===== src/rtl/traffic_phase_scheduler.sv =====
// Two-road traffic light phase scheduler with all-red clearance and maintenance flash.
// Optional pedestrian walk phase is compiled in with `define PED_WALK_EN.
module traffic_phase_scheduler #(
    parameter int GREEN_MIN = 4,
    parameter int GREEN_MAX = 16,
    parameter int YELLOW_T  = 3,
    parameter int ALLRED_T  = 2,
    parameter int WALK_T    = 6,
    parameter int FLASH_T   = 2,
    parameter int CNT_W     = 8
) (
    input  logic       clk,
    input  logic       rst,
    input  logic       m,
    input  logic       req1,
    input  logic       req2,
    input  logic       ped,
    output logic       r1,
    output logic       y1,
    output logic       g1,
    output logic       r2,
    output logic       y2,
    output logic       g2,
    output logic       walk,
    output logic [2:0] state
);

    typedef enum logic [2:0] {
        S_AR2   = 3'd0,
        S_G1    = 3'd1,
        S_Y1    = 3'd2,
        S_AR1   = 3'd3,
        S_G2    = 3'd4,
        S_Y2    = 3'd5,
        S_WALK  = 3'd6,
        S_FLASH = 3'd7
    } state_t;

`ifdef PED_WALK_EN
    localparam logic PED_EN = 1'b1;
`else
    localparam logic PED_EN = 1'b0;
`endif

    localparam logic [CNT_W-1:0] GMIN_M1  = CNT_W'(GREEN_MIN - 1);
    localparam logic [CNT_W-1:0] GMAX_M1  = CNT_W'(GREEN_MAX - 1);
    localparam logic [CNT_W-1:0] YEL_M1   = CNT_W'(YELLOW_T - 1);
    localparam logic [CNT_W-1:0] AR_M1    = CNT_W'(ALLRED_T - 1);
    localparam logic [CNT_W-1:0] WALK_M1  = CNT_W'(WALK_T - 1);
    localparam logic [CNT_W-1:0] FLASH_M1 = CNT_W'(FLASH_T - 1);
    localparam logic [CNT_W-1:0] CNT_MAX  = {CNT_W{1'b1}};

    state_t           r_state;
    logic [CNT_W-1:0] r_cnt;
    logic             r_ped_pending;
    logic             r_blink;
    logic             r_next_g2;

    state_t           w_state_nxt;
    logic [CNT_W-1:0] w_cnt_nxt;
    logic             w_blink_nxt;
    logic             w_ped_nxt;
    logic             w_next_g2_nxt;
    logic             w_g1_done;
    logic             w_g2_done;
    logic [6:0]       w_lamps;

    // Greens saturate their counter while resting, so ">=" keeps both limits reachable later.
    assign w_g1_done = (r_cnt >= GMIN_M1) && (req2 || r_ped_pending) && (!req1 || (r_cnt >= GMAX_M1));
    assign w_g2_done = (r_cnt >= GMIN_M1) && (req1 || r_ped_pending) && (!req2 || (r_cnt >= GMAX_M1));

    // Next-phase selection; maintenance request overrides every other transition.
    always_comb begin
        w_state_nxt   = r_state;
        w_next_g2_nxt = r_next_g2;
        if (m) begin
            w_state_nxt = S_FLASH;
        end else begin
            case (r_state)
                S_G1:    if (w_g1_done) w_state_nxt = S_Y1; else w_state_nxt = S_G1;
                S_Y1:    if (r_cnt == YEL_M1) w_state_nxt = S_AR1; else w_state_nxt = S_Y1;
                S_AR1: begin
                    if (r_cnt == AR_M1) begin
                        w_next_g2_nxt = 1'b1;
                        w_state_nxt   = r_ped_pending ? S_WALK : S_G2;
                    end else begin
                        w_state_nxt = S_AR1;
                    end
                end
                S_G2:    if (w_g2_done) w_state_nxt = S_Y2; else w_state_nxt = S_G2;
                S_Y2:    if (r_cnt == YEL_M1) w_state_nxt = S_AR2; else w_state_nxt = S_Y2;
                S_AR2: begin
                    if (r_cnt == AR_M1) begin
                        w_next_g2_nxt = 1'b0;
                        w_state_nxt   = r_ped_pending ? S_WALK : S_G1;
                    end else begin
                        w_state_nxt = S_AR2;
                    end
                end
                S_WALK: begin
                    if (r_cnt == WALK_M1) w_state_nxt = r_next_g2 ? S_G2 : S_G1;
                    else                  w_state_nxt = S_WALK;
                end
                S_FLASH: w_state_nxt = S_AR2;
                default: w_state_nxt = S_AR2;
            endcase
        end
    end

    // Dwell counter, blink phase and pedestrian latch for the coming cycle.
    always_comb begin
        w_cnt_nxt   = r_cnt;
        w_blink_nxt = 1'b0;
        w_ped_nxt   = 1'b0;
        if (w_state_nxt != r_state) begin
            w_cnt_nxt = {CNT_W{1'b0}};
        end else if ((r_state == S_FLASH) && (r_cnt == FLASH_M1)) begin
            w_cnt_nxt = {CNT_W{1'b0}};
        end else if (r_cnt != CNT_MAX) begin
            w_cnt_nxt = r_cnt + CNT_W'(1);
        end else begin
            w_cnt_nxt = r_cnt;
        end
        if ((w_state_nxt == S_FLASH) && (r_state == S_FLASH)) begin
            w_blink_nxt = (r_cnt == FLASH_M1) ? ~r_blink : r_blink;
        end else begin
            w_blink_nxt = 1'b0;
        end
        if ((w_state_nxt == S_WALK) || (w_state_nxt == S_FLASH) ||
            (r_state == S_WALK) || (r_state == S_FLASH)) begin
            w_ped_nxt = 1'b0;
        end else begin
            w_ped_nxt = PED_EN & (r_ped_pending | ped);
        end
    end

    // Lamp decode of the upcoming phase: {r1, y1, g1, r2, y2, g2, walk}.
    always_comb begin
        w_lamps = 7'b000_000_0;
        case (w_state_nxt)
            S_G1:    w_lamps = 7'b001_100_0;
            S_Y1:    w_lamps = 7'b010_100_0;
            S_G2:    w_lamps = 7'b100_001_0;
            S_Y2:    w_lamps = 7'b100_010_0;
            S_WALK:  w_lamps = {6'b100_100, PED_EN};
            S_FLASH: w_lamps = {1'b0, w_blink_nxt, 2'b00, w_blink_nxt, 2'b00};
            default: w_lamps = 7'b100_100_0;
        endcase
    end

    // State, counters and registered lamp drives.
    always_ff @(posedge clk or negedge rst) begin
        if (!rst) begin
            r_state       <= S_AR2;
            r_cnt         <= {CNT_W{1'b0}};
            r_ped_pending <= 1'b0;
            r_blink       <= 1'b0;
            r_next_g2     <= 1'b0;
            {r1, y1, g1, r2, y2, g2, walk} <= 7'b100_100_0;
        end else begin
            r_state       <= w_state_nxt;
            r_cnt         <= w_cnt_nxt;
            r_ped_pending <= w_ped_nxt;
            r_blink       <= w_blink_nxt;
            r_next_g2     <= w_next_g2_nxt;
            {r1, y1, g1, r2, y2, g2, walk} <= w_lamps;
        end
    end

    assign state = r_state;

endmodule


===== config.mk =====
export PLATFORM = sky130hd
export DESIGN_NAME = traffic_phase_scheduler
export DESIGN_NICKNAME = d
export VERILOG_FILES = /design/src/rtl/traffic_phase_scheduler.sv
export SDC_FILE = /design/constraint.sdc
export NUM_CORES = 1
export LEC_CHECK = 0
export ABC_CLOCK_PERIOD_IN_PS = 2050
export CAP_MARGIN = 25
export CELL_PAD_IN_SITES_DETAIL_PLACEMENT = 1
export CELL_PAD_IN_SITES_GLOBAL_PLACEMENT = 2
export CORE_MARGIN = 8
export CORE_UTILIZATION = 31
export DETAILED_ROUTE_END_ITERATION = 16
export PLACE_DENSITY = 0.77
export RECOVER_POWER = 50
export SETUP_SLACK_MARGIN = 0.5
export SLEW_MARGIN = 30
export SYNTH_ARGS = -nofsm -noshare
export SYNTH_HDL_FRONTEND = slang
export SYNTH_SLANG_ARGS = --single-unit

===== constraint.sdc =====
create_clock -name clk -period 2.05 [get_ports clk]
set_clock_uncertainty 0.05 [all_clocks]
set_input_delay 0.205 -clock clk [delete_from_list [all_inputs] [get_ports clk]]
set_output_delay 0.205 -clock clk [all_outputs]
set_load 0.02 [all_outputs]

### Word level (Yosys, flattened, before mapping)

Cells that the tools add are included.

| word-level totals | value |
|---|---|
| flip-flop bits (word level) | 20 |
| bits of input ports | 6 |
| output and inout port bits | 10 |
| logic and storage cells | 68 |

| cells by class | value |
|---|---|
| $add $sub $neg | 1 |
| magnitude comparators | 2 |
| equality and inequality tests | 19 |
| multiplexer cells | 19 |
| bitwise gates (word level) | 2 |
| reduce and logical (&&, ||, !) cells | 14 |

Operators by type and width:

| operator | number |
|---|---|
| $pmux W7 S5 | 1 |
| $mux W8 | 3 |
| $pmux W3 S8 | 1 |
| $eq A3 B3 Y1 const B | 7 |
| $mux W3 | 5 |
| $eq A3 B2 Y1 const B | 3 |
| $add A8 B1 Y8 const B | 1 |
| $eq A8 B1 Y1 const B | 1 |
| $eq A8 B2 Y1 const B | 1 |
| $eq A8 B3 Y1 const B | 1 |
| $ge A8 B2 Y1 const B | 1 |
| $ge A8 B4 Y1 const B | 1 |
| $ne A8 B8 Y1 const B | 1 |
| $mux W1 | 7 |
| $eq A3 B1 Y1 const B | 2 |
| $logic_and A1 B1 Y1 | 6 |
| $ne A2 B2 Y1 const B | 2 |
| $reduce_and A4 Y1 | 1 |
| $logic_not A3 Y1 | 1 |
| $ne A3 B3 Y1 | 1 |
| $reduce_bool A3 Y1 | 1 |
| $logic_not A1 Y1 | 2 |
| $logic_or A1 B1 Y1 | 2 |
| $mux W2 | 1 |
| 3 further kinds | 4 |

### Logic depth before layout (Yosys ltp)

Gate-level depths: netlist of the first run.

| logic depth | value |
|---|---|
| depth in word-level cells | 10 |
| mapped depth | 7 |
| mapped depth without buffers | 7 |

### Least setup slack after synthesis of the first run

Ideal clock, no wire load.

| path | value |
|---|---|
| kind | register to register |
| start | register r_cnt[0] |
| end | register r_cnt[1] |
| setup time | 0.107 ns |
| arrival time | 1.986 ns |
| data required time | 1.893 ns |
| setup slack | -0.093 ns |
| stages on the path, launching flop included | 8 |
| buffers on the path | 0 |
| period minus slack after synthesis | 2.143 ns |
| cell sequence | dfrtp_1 inv_1 ha_1 nor3b_1 a311oi_2 nor2_1 a2111o_4 a2111oi_4 |

| between the ends | value |
|---|---|
| longest elaborated chain between the ends | 8 |
| elaborated cells between the ends (all ways) | 28 |
| those cells by class | 1 x add/sub; 2 x order compare; 5 x eq/ne; 12 x mux; 8 x reduce/logical |

Ends and longest elaborated chain:

| what | RTL line | source |
|---|---|---|
| start: declaration | 54 | `logic [CNT_W-1:0] r_cnt;` |
| start signal: assignment | 155 | `r_cnt <= {CNT_W{1'b0}};` |
| start signal: assignment | 162 | `r_cnt <= w_cnt_nxt;` |
| $ge A8 B2 Y1 or $ge A8 B4 Y1 (tied branches) | 69, 70 |  |
| $logic_and A1 B1 Y1, or another cell as far along | 70 | `assign w_g2_done = (r_cnt >= GMIN_M1) && (req1 \|\| r_ped_pending) && (!req2 \|\| (r_cnt >= GMAX_M1));` |
| $logic_and A1 B1 Y1 (on tied branches) | 70, 69 |  |
| $mux W1 or $mux W2 (tied branches) | 90, 80 |  |
| $pmux W3 S8 | 79 | `case (r_state)` |
| $mux W3 | 76 | `if (m) begin` |
| $ne A3 B3 Y1 | 115 | `if (w_state_nxt != r_state) begin` |
| $reduce_bool A3 Y1 (no source line) or $mux W8 (tied branches) | -- |  |

Parallel ways exist; a longest one is shown, timed or not. The select of a mux whose other input is x is not followed.
A chain may end at the register's enable or synchronous reset.

### Final worst setup path of the first run

| path | value |
|---|---|
| start | register r_cnt[0] |
| end | register r_cnt[3] |

Same word-level chain as after synthesis.

==> results of run 1 <==
-- critical path: stages (launching register included) --
cell	delay (ns)
dfrtp_1	0.42
ha_1	0.32
and3_2	0.23
buf_4	0.14
o2bb2ai_1	0.14
a2111o_4	0.45
a2111oi_4	0.20
-- registers in the layout, indices dropped and copies added (netlist names) --
register,flops
r_next_g2,1
r_blink,1
g2,1
r2,1
r1,1
y2,1
r_cnt,8
y1,1
state,3
g1,1
-- cells by family after synthesis --
group,after synthesis,synth area share (%)
compound gates,39,26.9
xor+xnor,4,2.67
fa+ha+maj,3,2.86
buf+inv,14,5.24
flops,19,36.4
other cells,1,0.286
simple gates,55,25.6
-- per-stage QoR --
stage | power, mW | setup WS (ns)
finish | 2.48 | -0.00158
global route | 2.64 | -0.0970
CTS | 2.35 | 0.00181
detailed placement | 1.98 | -0.0720
global placement | 1.94 | -0.0411
floorplan | 1.41 | 0.137
-- how the worst min path moves through the flow --
stage          from         to  slack [ns]
3_3_place_gp    rst  r_next_g2        0.51
5_1_grt         rst    r_blink        0.67
3_5_place_dp    rst  r_next_g2        0.52
2_1_floorplan   rst         g1       -0.14
4_1_cts         rst  r_next_g2        0.24
6_report        rst  r_next_g2        0.60
-- layer usage --
layer	routed length (um)	part of all wire (%)	up-vias
met5	0	0	-
met4	67	1.7	0
met3	122	3.0	8
met2	2180	54	18
met1	1640	41	658
li1	-	-	604
-- synth_stat cells (2+ instances only) --
| cell type | number |
|---|---|
| xnor2_1 | 3 |
| a21oi_2 | 2 |
| and3b_1 | 2 |
| a2111oi_4 | 2 |
| a41o_2 | 2 |
| ha_1 | 3 |
| or2_2 | 2 |
| a31o_2 | 3 |
| nor3_1 | 7 |
| and3_1 | 3 |
| buf_2 | 4 |
| a21oi_1 | 4 |
| a21boi_0 | 3 |
| nand3_1 | 8 |
| and3_2 | 2 |
| dfrtp_1 | 17 |
| nand4_1 | 4 |
| clkbuf_1 | 2 |
| nor3b_1 | 4 |
| inv_1 | 6 |
| a31oi_1 | 3 |
| o21ai_0 | 5 |
| nor2_1 | 10 |
| nand4b_1 | 2 |
| nand2_1 | 3 |
| dfstp_2 | 2 |
| a41oi_1 | 2 |
-- area by class of cell --
class | instances | area, um2 | share of cell area, %
Clock buffer | 3 | 41.3 | 2.08
Clock inverter | 1 | 5.00 | 0.252
Inverter | 6 | 22.5 | 1.13
Multi-Input combinational cell | 102 | 956 | 48.1
Sequential cell | 19 | 483 | 24.3
Tap cell | 50 | 62.6 | 3.15
Timing Repair Buffer | 50 | 417 | 21.0
-- power by group --
part / switching, mW / leakage (nW) / internal [mW]
Combinational: 0.858 / 0.526 / 0.761
Sequential: 0.102 / 0.241 / 0.495
Clock: 0.127 / 0.0255 / 0.135
-- cell usage in the layout, fill, tap and decap left out, types with 3 or more instances in the layout --
cell type / n
a21oi_4: 3
buf_6: 5
dfrtp_1: 13
nand2_1: 3
dlygate4sd2_1: 5
buf_4: 31
clkdlybuf4s50_1: 7
nand3_1: 6
nand4_1: 4
nor3_1: 5
dfrtp_2: 4
clkbuf_8: 3
nor2_1: 9
inv_1: 6
-- repair_timing --
item                       in CTS  in global routing
setup endpoints to repair      24                 19
gates resized for setup        23                 18
pin swaps                      17                 12
buffers inserted                5                  2
==> flow_summary.json, run 1 <==
{
  "outcome": "finished with violations",
  "violations": "setup timing",
  "wire_per_inst_um": 17.3,
  "grtUsageMet3_pct": 3.53,
  "rrSetupSlack_ns": -0.002,
  "cts_buffer_depth": 2,
  "leakage_nw": 0.793,
  "use_met2_pct": 22.7,
  "hp-class": "input port to async pin",
  "cap_violations": 0,
  "min_period_ns": 2.05,
  "use_met1_pct": 14.0,
  "vias": 1288,
  "initial_core_util_pct": 32.6,
  "grt_pass1_wl_um": 6530,
  "synth_top_area_share_pct": 32.4,
  "grt_pass1_vias": 1347,
  "clock_latency_ns": 0.26,
  "core_um2": 4030,
  "syn-instance-count": 135,
  "worstSetupStartpoint": "r_cnt[0]",
  "rsz0062_at_grt": "yes",
  "drt-initial-drc-count": 36,
  "synth_nets": 144,
  "crit_arrival_ns": 2.15,
  "htree_num_levels": 1,
  "antenna_found_initial": 0,
  "finalSetupViolCount": 1,
  "synthFlopType": "dfrtp_1",
  "cts_root_buffer": "clkbuf_8",
  "synthArstFlopShare_pct": 100,
  "dpl.hpwl_um": 3000,
  "fp.dieArea_um2": 6570,
  "synth_area_per_cell_um2": 9.72,
  "final_cells": 231,
  "ant_nets": 0,
  "finalCritPeriodShare_pct": 100,
  "grt_overflow_total": 0,
  "maxSlewViolCount": 0,
  "synth_seq_area_share_pct": 36.4,
  "num-nets-final": 191,
  "cts_hold_buffers": 0,
  "setup-tns-final_ns": -0.00158,
  "startpoint_type": "flop",
  "final_area_um2": 1990,
  "cp.required_ns": 2.15,
  "rr_worst_depth": 6,
  "crit_type": "flop to flop",
  "cts_made_buffers": 3,
  "drt_wl_total_um": 4010,
  "clk_pin_slew_ns": 0.08,
  "power_density_nw_per_um2": 1250,
  "top_usage_layer": "met2",
  "relSlewSlack_pct": 29.8,
  "ios": 16,
  "place.gp.congestion": 0.825,
  "place_inst": 220,
  "synth.largest_area_cell": "dfrtp_1",
  "end_kind": "flop",
  "grt_max_degree": 20,
  "setup_slack_ns": -0.00158,
  "netlist_area_um2": 1310,
  "worstMarginPinSlew_ns": 1.05,
  "port_buffers": 13,
  "grt_use_total_pct": 12.5,
  "synthTopCellsByArea": "dfrtp_1, a2111oi_4, dfstp_2, nand3_1, ha_1",
  "drt_pass1_iterations": 4,
  "dpl-instance-area_um2": 1730,
  "drive_above_1_share_pct": 47.5,
  "yosys_warnings": 0,
  "post-route-drc-count": 0,
  "syn2layout_area_growth_pct": 51.4,
  "finalHoldViolCount": 0,
  "cts.sinks": 19,
  "utilization_pct": 49.3,
  "whs_ns": 0.600,
  "num_rows": 23,
  "diodes": 0,
  "crit_end": "r_cnt[3]",
  "detail_route.vias_per_cell": 5.58,
  "r2r-end": "r_cnt[3]",
  "synth-edff-count": 0,
  "die_x_um": 81.1,
  "yosysUniqueCellTypes": 52,
  "ys_ff_latch": 19,
  "r2r-start": "r_cnt[0]",
  "tritoncts": "built",
  "ir_drop_mv": 0.447,
  "die_h_um": 81.1,
  "fmax_mhz": 487,
  "worst-path-max-fanout": 8,
  "fillers": 450
}
Power figures use the tool's default switching activity.
==> run 2: changes to the inputs <==
GPL_TIMING_DRIVEN = 0   (was not set)
PLACE_DENSITY = 0.84   (was 0.77)
==> run 2 against run 1 <==
  * The run now ends clean
  * Sequential power fell by 0.8%
  * Clock power rose by 9.2%
  * Register-to-register slack hardly changed
  * First-iteration DRC count grew 130%
  * Die area is the same
  * Non-clock buffer count shrank 11
  * Final cell count fell by 4.8%
  * Combinational power shrank 7%
  * Critical path depth up 1
  * Global-route usage is 0.47 points higher
==> flow_summary.json, run 2 (synthesized netlist as in run 1, its figures left out) <==
{
  "whs_ns": 0.550,
  "largest_reg_flops": 8,
  "grt_use_total_pct": 13.0,
  "clk_pin_slew_ns": 0.09,
  "fp.dieArea_um2": 6570,
  "worstMarginPinSlew_ns": 1.08,
  "post-route-drc-count": 0,
  "final_cell_mix": "buf_4, dfrtp_1, nor2_1",
  "drt_pass1_iterations": 4,
  "wire_per_inst_um": 18.9,
  "syn2layout_area_growth_pct": 44.4,
  "cts_made_buffers": 3,
  "rsz0062_at_grt": "yes",
  "vias": 1227,
  "dpl.hpwl_um": 2760,
  "diodes": 0,
  "r2r-start": "r_cnt[7]",
  "finalHoldViolCount": 0,
  "die_x_um": 81.1,
  "cp.required_ns": 2.17,
  "cp.depth": 7,
  "total_power_mw": 2.39,
  "end_kind": "flop",
  "worst-path-max-fanout": 8,
  "finalSetupViolCount": 0,
  "place.gp.congestion": 0.816,
  "r2r-end": "r_cnt[5]",
  "finalCritPeriodShare_pct": 99.9,
  "detail_route.vias_per_cell": 5.58,
  "drt-initial-drc-count": 81,
  "grt_pass1_wl_um": 6600,
  "worst_path_most_repeated_cell": "buf_4",
  "regMostFlops": "r_cnt",
  "setup-tns-final_ns": 0,
  "cts_buffer_depth": 2,
  "path_buf_inv": 2,
  "worstSetupStartpoint": "r_cnt[7]",
  "num-nets-final": 180,
  "grt_overflow_total": 0,
  "htree_num_levels": 1,
  "relSlewSlack_pct": 27.8,
  "tritoncts": "built",
  "crit_arrival_ns": 2.17,
  "cpPeakStageDelay_ns": 0.55,
  "crit_type": "flop to flop",
  "cap_violations": 0,
  "min_period_ns": 2.05,
  "place_inst": 198,
  "dr_wl_met2_um": 2050,
  "drive_above_1_share_pct": 45.9,
  "utilization_pct": 47.0,
  "grt_pass1_vias": 1294,
  "fmax_mhz": 488,
  "maxSlewViolCount": 0,
  "die_h_um": 81.1,
  "ant_nets": 0,
  "wl_met3_um": 177,
  "final_common_cell": "buf_4",
  "cts.sinks": 19,
  "crit_chain": "nor4_4, buf_4, buf_4, a311oi_2, nor2_1, a2111o_4, nor3_1",
  "leakage_nw": 0.747,
  "rrSetupSlack_ns": 0.003,
  "power_density_nw_per_um2": 1260,
  "grt_max_degree": 20,
  "port_buffers": 13,
  "outcome": "completed",
  "hp-class": "flop to flop",
  "crit_family": "compound AO/OA/AOI/OAI gates",
  "clock_latency_ns": 0.28,
  "top_layer_used": "met4",
  "wl_met1_um": 1870,
  "rr_worst_depth": 7,
  "ios": 16,
  "core_um2": 4030,
  "initial_core_util_pct": 32.6,
  "startpoint_type": "flop",
  "ir_drop_mv": 0.519,
  "antenna_found_initial": 0,
  "drt_wl_total_um": 4160,
  "crit_end": "r_cnt[5]",
  "cts_root_buffer": "clkbuf_8",
  "final_cells": 220,
  "num_rows": 23,
  "critPathSlowestCell": "a2111o_4"
}
[run 2: changes by cell type in the layout (fill, tap and decap cells not counted), sizes merged]
cell / change
clkbuf: +2
buf: -13
[run 2: worst min-delay path by stage]
stage | from | to | slack, ns | cells after the start
after floorplan | rst | g1 | -0.14 | 0
after global placement | r_next_g2 | r_next_g2 | 0.50 | 2
after detailed placement | r_next_g2 | r_next_g2 | 0.49 | 2
after CTS | rst | r_cnt[1] | 0.42 | 1
after global routing | r_next_g2 | r_next_g2 | 0.62 | 2
final | r_next_g2 | r_next_g2 | 0.55 | 2
[run 2: final cells by class]
type | instances | area, um2
plain buffers | 8 | 55.1
flip-flops and latches | 19 | 484
clock buffers | 3 | 41.3
inverters | 6 | 22.5
well taps | 50 | 62.6
multi-input cells | 102 | 953
fillers | 442 | 2130
clock inverters | 1 | 5.00
repair buffers | 31 | 272
[run 2: through the flow]
stage	instance area [um2]	setup WS, ns
floorplan	1360	0.137
global placement	1550	-0.165
detailed placement	1550	-0.196
CTS	1740	0.00384
global route	1900	-0.0807
finish	1900	0.00286
[run 2: what timing repair did]
action / CTS / global route
pin swaps: 6 / 12
hold buffers: 0 / 1
gates cloned: 0 / 1
buffers inserted: 7 / 9
resized for setup: 24 / 21
hold endpoints to repair: 0 / 17
endpoints found under the setup margin: 24 / 19
[run 2: routing by layer]
layer / GRT usage [%] / vias to the layer above
met5: 0 / -
met4: 6.79 / 0
met3: 2.76 / 5
met2: 21.3 / 23
met1: 15.6 / 618
li1: - / 581
[run 2: power by group]
part	switching, mW	internal (mW)	total (mW)
logic	0.824	0.685	1.51
registers	0.0994	0.493	0.592
clock network	0.150	0.136	0.286
[run 2: tightest hold or removal path, stage by stage, from the launching register on]
cell and delay [ns]:
dfrtp_1 0.41, a21oi_2 0.07, nor2_1 0.08
